`src/rtl/multicycle_controller_pkg.sv`:
```
// ---------------------------------------------------------------------------
// multicycle_controller_pkg
// Definitions shared by the multicycle RV32I control FSM and its datapath
// neighbours (alu_decoder uses the same ALU_op codes):
//   - state encodings (also exported on the debug state port)
//   - major opcode constants for the supported instructions
//   - ALU_op codes and datapath mux-select codes
// ---------------------------------------------------------------------------
package multicycle_controller_pkg;

  typedef enum logic [3:0] {
    S_FETCH     = 4'd0,
    S_DECODE    = 4'd1,
    S_MEM_ADR   = 4'd2,
    S_MEM_READ  = 4'd3,
    S_MEM_WB    = 4'd4,
    S_MEM_WRITE = 4'd5,
    S_EXEC_R    = 4'd6,
    S_EXEC_I    = 4'd7,
    S_ALU_WB    = 4'd8,
    S_JAL       = 4'd9,
    S_BEQ       = 4'd10,
    S_TRAP      = 4'd15
  } state_t;

  // Major opcodes, instr[6:0]
  localparam logic [6:0] OP_LW  = 7'b0000011;
  localparam logic [6:0] OP_SW  = 7'b0100011;
  localparam logic [6:0] OP_R   = 7'b0110011;
  localparam logic [6:0] OP_I   = 7'b0010011;
  localparam logic [6:0] OP_JAL = 7'b1101111;
  localparam logic [6:0] OP_BEQ = 7'b1100011;

  // ALU_op codes understood by alu_decoder
  localparam logic [1:0] ALU_OP_ADD   = 2'b00;
  localparam logic [1:0] ALU_OP_SUB   = 2'b01;
  localparam logic [1:0] ALU_OP_FUNCT = 2'b10;

  // ALU operand A select
  localparam logic [1:0] SRC_A_PC     = 2'b00;
  localparam logic [1:0] SRC_A_OLD_PC = 2'b01;
  localparam logic [1:0] SRC_A_RS1    = 2'b10;

  // ALU operand B select
  localparam logic [1:0] SRC_B_RS2  = 2'b00;
  localparam logic [1:0] SRC_B_IMM  = 2'b01;
  localparam logic [1:0] SRC_B_FOUR = 2'b10;

  // Result bus select
  localparam logic [1:0] RES_ALU_OUT = 2'b00;
  localparam logic [1:0] RES_DATA    = 2'b01;
  localparam logic [1:0] RES_ALU     = 2'b10;

  // Memory address select
  localparam logic ADR_PC     = 1'b0;
  localparam logic ADR_RESULT = 1'b1;

  // lw and sw share the address-generation path; bit 5 tells them apart.
  function automatic logic is_mem_op(input logic [6:0] op);
    return (op == OP_LW) || (op == OP_SW);
  endfunction

endpackage

```
`src/rtl/multicycle_controller_wait_counter.sv`:
```
// ---------------------------------------------------------------------------
// multicycle_controller_wait_counter
// Saturating 4-bit stall counter used to stretch memory-access states.
//   clock   : system clock
//   reset_n : asynchronous active-low reset, counter -> 0
//   clear   : synchronous clear (has priority over enable)
//   enable  : count up by one while below limit
//   limit   : saturation value; the counter never passes or wraps it
//   done    : high while the count equals limit
// ---------------------------------------------------------------------------
module multicycle_controller_wait_counter (
  input  logic       clock,
  input  logic       reset_n,
  input  logic       clear,
  input  logic       enable,
  input  logic [3:0] limit,
  output logic       done
);

  logic [3:0] count_reg;

  always_ff @(posedge clock or negedge reset_n) begin
    if (!reset_n) begin
      count_reg <= 4'd0;
    end else if (clear) begin
      count_reg <= 4'd0;
    end else if (enable && (count_reg < limit)) begin
      count_reg <= count_reg + 4'd1;
    end
  end

  assign done = (count_reg == limit);

endmodule

```
`src/rtl/multicycle_controller.sv`:
```
// ---------------------------------------------------------------------------
// multicycle_controller
// Main control FSM of the multicycle RV32I core. Steps each instruction
// through fetch / decode / execute / memory / writeback and drives the
// datapath selects and write enables. Supports lw, sw, R-type, I-type ALU,
// jal and beq; anything else enters a sticky TRAP state.
//   clock      : system clock
//   reset_n    : asynchronous active-low reset
//   opcode     : instr[6:0] from the instruction register
//   ALU_op     : to alu_decoder (00 add, 01 sub, 10 funct-decoded)
//   ALU_src_A  : 00 PC, 01 old PC, 10 rs1
//   ALU_src_B  : 00 rs2, 01 immediate, 10 constant 4
//   result_src : 00 ALU-out reg, 01 data reg, 10 live ALU result
//   adr_src    : memory address, 0 PC, 1 result
//   IR_write   : load IR and old-PC registers
//   PC_update  : unconditional PC write
//   branch     : PC write qualified by ALU zero
//   reg_write  : register-file write
//   mem_write  : data-memory write
//   illegal    : high while trapped
//   state      : current state encoding (debug)
// Parameter MEM_WAIT (0-15): extra stall cycles in FETCH and MEM_READ.
// ---------------------------------------------------------------------------
module multicycle_controller
  import multicycle_controller_pkg::*;
#(
  parameter int MEM_WAIT = 0
) (
  input  logic       clock,
  input  logic       reset_n,
  input  logic [6:0] opcode,
  output logic [1:0] ALU_op,
  output logic [1:0] ALU_src_A,
  output logic [1:0] ALU_src_B,
  output logic [1:0] result_src,
  output logic       adr_src,
  output logic       IR_write,
  output logic       PC_update,
  output logic       branch,
  output logic       reg_write,
  output logic       mem_write,
  output logic       illegal,
  output logic [3:0] state
);

  state_t state_reg;
  state_t state_next;

  logic wait_clear;
  logic wait_enable;
  logic wait_done;

  // Raw enables decoded from state; gated with reset_n before leaving.
  logic ir_write_raw;
  logic pc_update_raw;
  logic branch_raw;
  logic reg_write_raw;
  logic mem_write_raw;

  // -------------------------------------------------------------------------
  // Stall counter: counts only in the memory-access states and restarts on
  // every state change, so each FETCH/MEM_READ visit waits MEM_WAIT cycles.
  // -------------------------------------------------------------------------
  assign wait_enable = (state_reg == S_FETCH) || (state_reg == S_MEM_READ);
  assign wait_clear  = (state_next != state_reg);

  multicycle_controller_wait_counter u_wait (
    .clock   (clock),
    .reset_n (reset_n),
    .clear   (wait_clear),
    .enable  (wait_enable),
    .limit   (4'(MEM_WAIT)),
    .done    (wait_done)
  );

  // -------------------------------------------------------------------------
  // State register
  // -------------------------------------------------------------------------
  always_ff @(posedge clock or negedge reset_n) begin
    if (!reset_n) begin
      state_reg <= S_FETCH;
    end else begin
      state_reg <= state_next;
    end
  end

  // -------------------------------------------------------------------------
  // Next-state logic. opcode is only looked at in DECODE and MEM_ADR.
  // -------------------------------------------------------------------------
  always_comb begin
    state_next = state_reg;
    case (state_reg)
      S_FETCH: begin
        if (wait_done) state_next = S_DECODE;
      end
      S_DECODE: begin
        if (is_mem_op(opcode))    state_next = S_MEM_ADR;
        else if (opcode == OP_R)   state_next = S_EXEC_R;
        else if (opcode == OP_I)   state_next = S_EXEC_I;
        else if (opcode == OP_JAL) state_next = S_JAL;
        else if (opcode == OP_BEQ) state_next = S_BEQ;
        else                       state_next = S_TRAP;
      end
      S_MEM_ADR: begin
        state_next = opcode[5] ? S_MEM_WRITE : S_MEM_READ;
      end
      S_MEM_READ: begin
        if (wait_done) state_next = S_MEM_WB;
      end
      S_MEM_WB:    state_next = S_FETCH;
      S_MEM_WRITE: state_next = S_FETCH;
      S_EXEC_R:    state_next = S_ALU_WB;
      S_EXEC_I:    state_next = S_ALU_WB;
      S_ALU_WB:    state_next = S_FETCH;
      S_JAL:       state_next = S_ALU_WB;
      S_BEQ:       state_next = S_FETCH;
      S_TRAP:      state_next = S_TRAP;
      // Unused encodings are treated as a fault and trap.
      default:     state_next = S_TRAP;
    endcase
  end

  // -------------------------------------------------------------------------
  // Moore output decode
  // -------------------------------------------------------------------------
  always_comb begin
    ALU_op        = ALU_OP_ADD;
    ALU_src_A     = SRC_A_PC;
    ALU_src_B     = SRC_B_RS2;
    result_src    = RES_ALU_OUT;
    adr_src       = ADR_PC;
    ir_write_raw  = 1'b0;
    pc_update_raw = 1'b0;
    branch_raw    = 1'b0;
    reg_write_raw = 1'b0;
    mem_write_raw = 1'b0;
    illegal       = 1'b0;
    case (state_reg)
      S_FETCH: begin
        ALU_src_A  = SRC_A_PC;
        ALU_src_B  = SRC_B_FOUR;
        ALU_op     = ALU_OP_ADD;
        result_src = RES_ALU;
        adr_src    = ADR_PC;
        // Latch the instruction and advance PC only once memory data is valid.
        ir_write_raw  = wait_done;
        pc_update_raw = wait_done;
      end
      S_DECODE: begin
        // Precompute the branch target: old PC + immediate.
        ALU_src_A = SRC_A_OLD_PC;
        ALU_src_B = SRC_B_IMM;
        ALU_op    = ALU_OP_ADD;
      end
      S_MEM_ADR: begin
        ALU_src_A = SRC_A_RS1;
        ALU_src_B = SRC_B_IMM;
        ALU_op    = ALU_OP_ADD;
      end
      S_MEM_READ: begin
        adr_src    = ADR_RESULT;
        result_src = RES_ALU_OUT;
      end
      S_MEM_WB: begin
        result_src    = RES_DATA;
        reg_write_raw = 1'b1;
      end
      S_MEM_WRITE: begin
        adr_src       = ADR_RESULT;
        result_src    = RES_ALU_OUT;
        mem_write_raw = 1'b1;
      end
      S_EXEC_R: begin
        ALU_src_A = SRC_A_RS1;
        ALU_src_B = SRC_B_RS2;
        ALU_op    = ALU_OP_FUNCT;
      end
      S_EXEC_I: begin
        ALU_src_A = SRC_A_RS1;
        ALU_src_B = SRC_B_IMM;
        ALU_op    = ALU_OP_FUNCT;
      end
      S_ALU_WB: begin
        result_src    = RES_ALU_OUT;
        reg_write_raw = 1'b1;
      end
      S_JAL: begin
        // PC <- branch target from DECODE; ALU forms old PC + 4 for rd.
        ALU_src_A     = SRC_A_OLD_PC;
        ALU_src_B     = SRC_B_FOUR;
        ALU_op        = ALU_OP_ADD;
        result_src    = RES_ALU_OUT;
        pc_update_raw = 1'b1;
      end
      S_BEQ: begin
        ALU_src_A  = SRC_A_RS1;
        ALU_src_B  = SRC_B_RS2;
        ALU_op     = ALU_OP_SUB;
        result_src = RES_ALU_OUT;
        branch_raw = 1'b1;
      end
      S_TRAP: begin
        illegal = 1'b1;
      end
      default: begin
        illegal = 1'b0;
      end
    endcase
  end

  // Reset drops every write enable immediately, without waiting for a clock;
  // in reset the state is FETCH, which would otherwise request IR_write.
  assign IR_write  = ir_write_raw  & reset_n;
  assign PC_update = pc_update_raw & reset_n;
  assign branch    = branch_raw    & reset_n;
  assign reg_write = reg_write_raw & reset_n;
  assign mem_write = mem_write_raw & reset_n;

  assign state = state_reg;

endmodule

```
`config.mk`:
```
export PLATFORM = sky130hd
export DESIGN_NAME = multicycle_controller
export DESIGN_NICKNAME = d
export VERILOG_FILES = /design/src/rtl/multicycle_controller_pkg.sv /design/src/rtl/multicycle_controller_wait_counter.sv /design/src/rtl/multicycle_controller.sv
export SDC_FILE = /design/constraint.sdc
export NUM_CORES = 1
export LEC_CHECK = 0
export BUFFER_PORTS_ARGS = -buffer_cell sky130_fd_sc_hd__clkbuf_2
export CELL_PAD_IN_SITES_DETAIL_PLACEMENT = 0
export CELL_PAD_IN_SITES_GLOBAL_PLACEMENT = 1
export CORE_MARGIN = 5
export CORE_UTILIZATION = 30
export CTS_BUF_LIST = sky130_fd_sc_hd__clkbuf_4 sky130_fd_sc_hd__clkbuf_8
export DETAILED_ROUTE_END_ITERATION = 12
export HOLD_SLACK_MARGIN = 0.08
export PLACE_DENSITY_LB_ADDON = 0.1
export SYNTH_ARGS = -nofsm -noshare
export SYNTH_HDL_FRONTEND = slang
export SYNTH_SLANG_ARGS = --single-unit
```
`constraint.sdc`:
```
create_clock -name clock -period 1.47 [get_ports clock]
set_clock_uncertainty 0.15 [all_clocks]
set_input_delay 0.0735 -clock clock [delete_from_list [all_inputs] [get_ports clock]]
set_output_delay 0.0735 -clock clock [all_outputs]
set_load 0.02 [all_outputs]
```
==> flow_summary.ini <==
[power]
p_total_mw = 0.321
swShare_pct = 20.1
power.density_nw_per_um2 = 307
sequentialPowerShare_pct = 34.4
clkPwrFrac_pct = 52.5
vdd_drop_max_mv = 0.243
power.internal_mw = 0.257
leakage_nw = 0.476
switching_power_mw = 0.0644
p_comb_share_pct = 13.0

[synth]
avgSynthCellArea_um2 = 8.09
ys_warn_count = 0
synth_cell_types = 31
ys_ff_latch = 4
synth_top_area_share_pct = 20.6
ys_top_cells_by_area = dfrtp_1 21%, buf_6 7.0%, nor3b_1 4.6%
ys.flop_type = dfrtp_1
async_flop_share_pct = 100
ys_seq_area_share_pct = 20.6
synth_top_cell_by_area = dfrtp_1
synth.cell_area_um2 = 485
syn-num-nets = 69
synthCells = 60
synth_edf_count = 0

[sta]
finalSetupTns_ns = -0.169
period_minus_slack_ns = 1.52
relSlewSlack_pct = 79.8
rsz0062_at_grt = true
timing.fmax_ghz = 0.658
fin_crit_sh_pct = 103
worstMarginPinSlew_ns = 0.300
hold_violations = 0
fin_ws_ns = -0.0494
slew_viol_final = 0
finalSetupViolCount = 6

[floorplanning]
ioPinCount = 28
start_util_pct = 31.9
core_area_um2 = 1520
die_x_um = 50.2
rows = 14
dieArea_um2 = 2520
dieHeight_um = 50.2

[cts]
path_clk_slew_ns = 0.04
cts_inserted_buffers = 3
clock_latency_ns = 0.24
root_buffer = clkbuf_4
cts_tree = done
h-tree-depth = 1
clkSinkCount = 4
cts_max_path_buffers = 2

[detailed_routing]
via_count = 636
drt-initial-drc-count = 4
ant_nets = 0
post_drt_wl_per_cell_um = 13.7
avgViaCountPerCell = 5.09
drc = 0
dr.pass1.iters = 4
wirelength_mm = 1.71

[hold_path]
hp-class = input port to flip-flop

[global_route]
grt_antenna_before_repair = 0
track_usage_pct = 14.6
grt_pass1_wl_mm = 2.84
grt-ovfl-total = 0
grt_pass1_vias = 659
grt_max_degree = 13

[place]
gp_congestion = 0.709
place_ws_ns = 0.0797
dp.cells = 106
place_hpwl_mm = 1.12
placed_area_um2 = 706
portBuffers = 27

[critical_path]
cp_slowest_stage_delay_ns = 0.41
critPathSlowestCell = dfrtp_1
cp_cell_sequence = buf_6 > xnor2_4 > a21oi_2 > nor2_1 > buf_4
cp_num_buf_inv = 2
crit_type = flip-flop to output pin
crit_required_ns = 1.25
cp_top_family = flip-flops
cp_max_fo = 5
arrival_ns = 1.30
critPathLaunchType = flip-flop
critPathCaptureType = output pin

[cells_and_area]
fin_nets = 119
largest_reg_flops = 4
drive_gt1_share_pct = 69.7
antennaDiodeCount = 0
fin_area_um2 = 1050
final_cells = 125
area_growth_pct = 116

[flow_run]
cap_violations = 0

[outcome]
violations = negative setup slack
status = finished with violations
## repair_timing
item / 4_1_cts / 5_1_grt
setup buffers: 7 / 1
pin swaps: 3 / 6
hold endpoints to repair: 7 / 0
resized for setup: 24 / 34
hold buffers: 7 / 0
endpoints found under the setup margin: 13 / 16
## cell families (layout without fill, tap and decap cells)
| logic type | Yosys count | count (layout) | share of synthesized area [%] |
|---|---|---|---|
| AND/OR/NAND/NOR | 35 | 35 | 45.9 |
| buffers and inverters | 7 | 56 | 11.6 |
| XOR/XNOR | 3 | 3 | 5.41 |
| AO/OA/AOI/OAI | 11 | 11 | 16.5 |
| flip-flops | 4 | 4 | 20.6 |
## per-layer routing
layer	global-route usage [%]	vias up	routed length, um
met5	0	-	0
met4	10.5	0	27
met3	1.78	2	97
met2	26.6	20	920
met1	15.0	299	661
li1	-	315	-
## stage by stage
stage	hold slack [ns]	utilization (%)
finish	0.105	68.7
global route	0.121	68.7
CTS	0.0950	63.1
detailed placement	-0.238	46.3
global placement	-0.233	46.3
floorplan	-0.372	-
## worst reg2reg max path, stage by stage (launching register included)
cell	delay [ns]
dfrtp_2	0.44
buf_6	0.15
buf_12	0.12
or3_4	0.32
o211a_1	0.14
o41ai_2	0.05
## cells in the final DEF (no fill, tap or decap), types with 2 or more instances in the layout
cell | synthesis | layout
clkbuf_2 | 0 | 13
nor3b_4 | 0 | 2
nor3b_2 | 1 | 2
nor2_1 | 4 | 3
dlygate4sd3_1 | 0 | 7
nand3_1 | 3 | 3
buf_12 | 0 | 2
dfrtp_2 | 0 | 3
buf_6 | 3 | 8
nand4b_1 | 2 | 2
clkbuf_4 | 0 | 4
buf_2 | 0 | 2
a21oi_2 | 0 | 2
a21oi_1 | 4 | 2
nor3_4 | 0 | 2
buf_4 | 2 | 17
nand2_1 | 5 | 3
o21ai_2 | 0 | 2
## power groups by stage
stage                     logic (mW)  clock network [mW]  registers (mW)
after floorplan              0.00796                   0           0.112
after CTS                     0.0414               0.172           0.111
final                         0.0418               0.169           0.111
after global placement        0.0267                   0           0.112
after detailed placement      0.0266                   0           0.112
after global routing          0.0464               0.184           0.110
## worst paths after layout
path | startpoint | cells after the start | slack [ns] | end
setup / recovery | state[1] | 5 | -0.05 | ALU_src_B[0]
hold / removal | opcode[5] | 4 | 0.10 | state[1]
setup reg to reg | state[3] | 5 | -0.02 | state[0]
hold reg to reg | state[2] | 2 | 0.55 | state[0]
max in group asynchronous | reset_n | 2 | 0.85 | state[0]
min in group asynchronous | reset_n | 2 | 0.12 | state[1]
## Yosys cell counts (2+ instances only)
library cell  number
nor3_1             3
inv_1              2
dfrtp_1            4
nand2_1            5
and2_1             2
nor4_1             2
buf_4              2
a21oi_1            4
nand4b_1           2
buf_6              3
xnor2_1            2
nor2_1             4
o21ai_1            2
nand3_1            3
nor3b_1            3
and3_1             2
## final cells by class
class / count / area [um^2]
Clock buffer: 4 / 30.0
Fill cell: 116 / 477
Timing Repair Buffer: 50 / 418
Sequential cell: 4 / 104
Multi-Input combinational cell: 49 / 465
Tap cell: 16 / 20.0
Inverter: 2 / 10.0
Note: power is estimated with default switching activity, not from simulation.
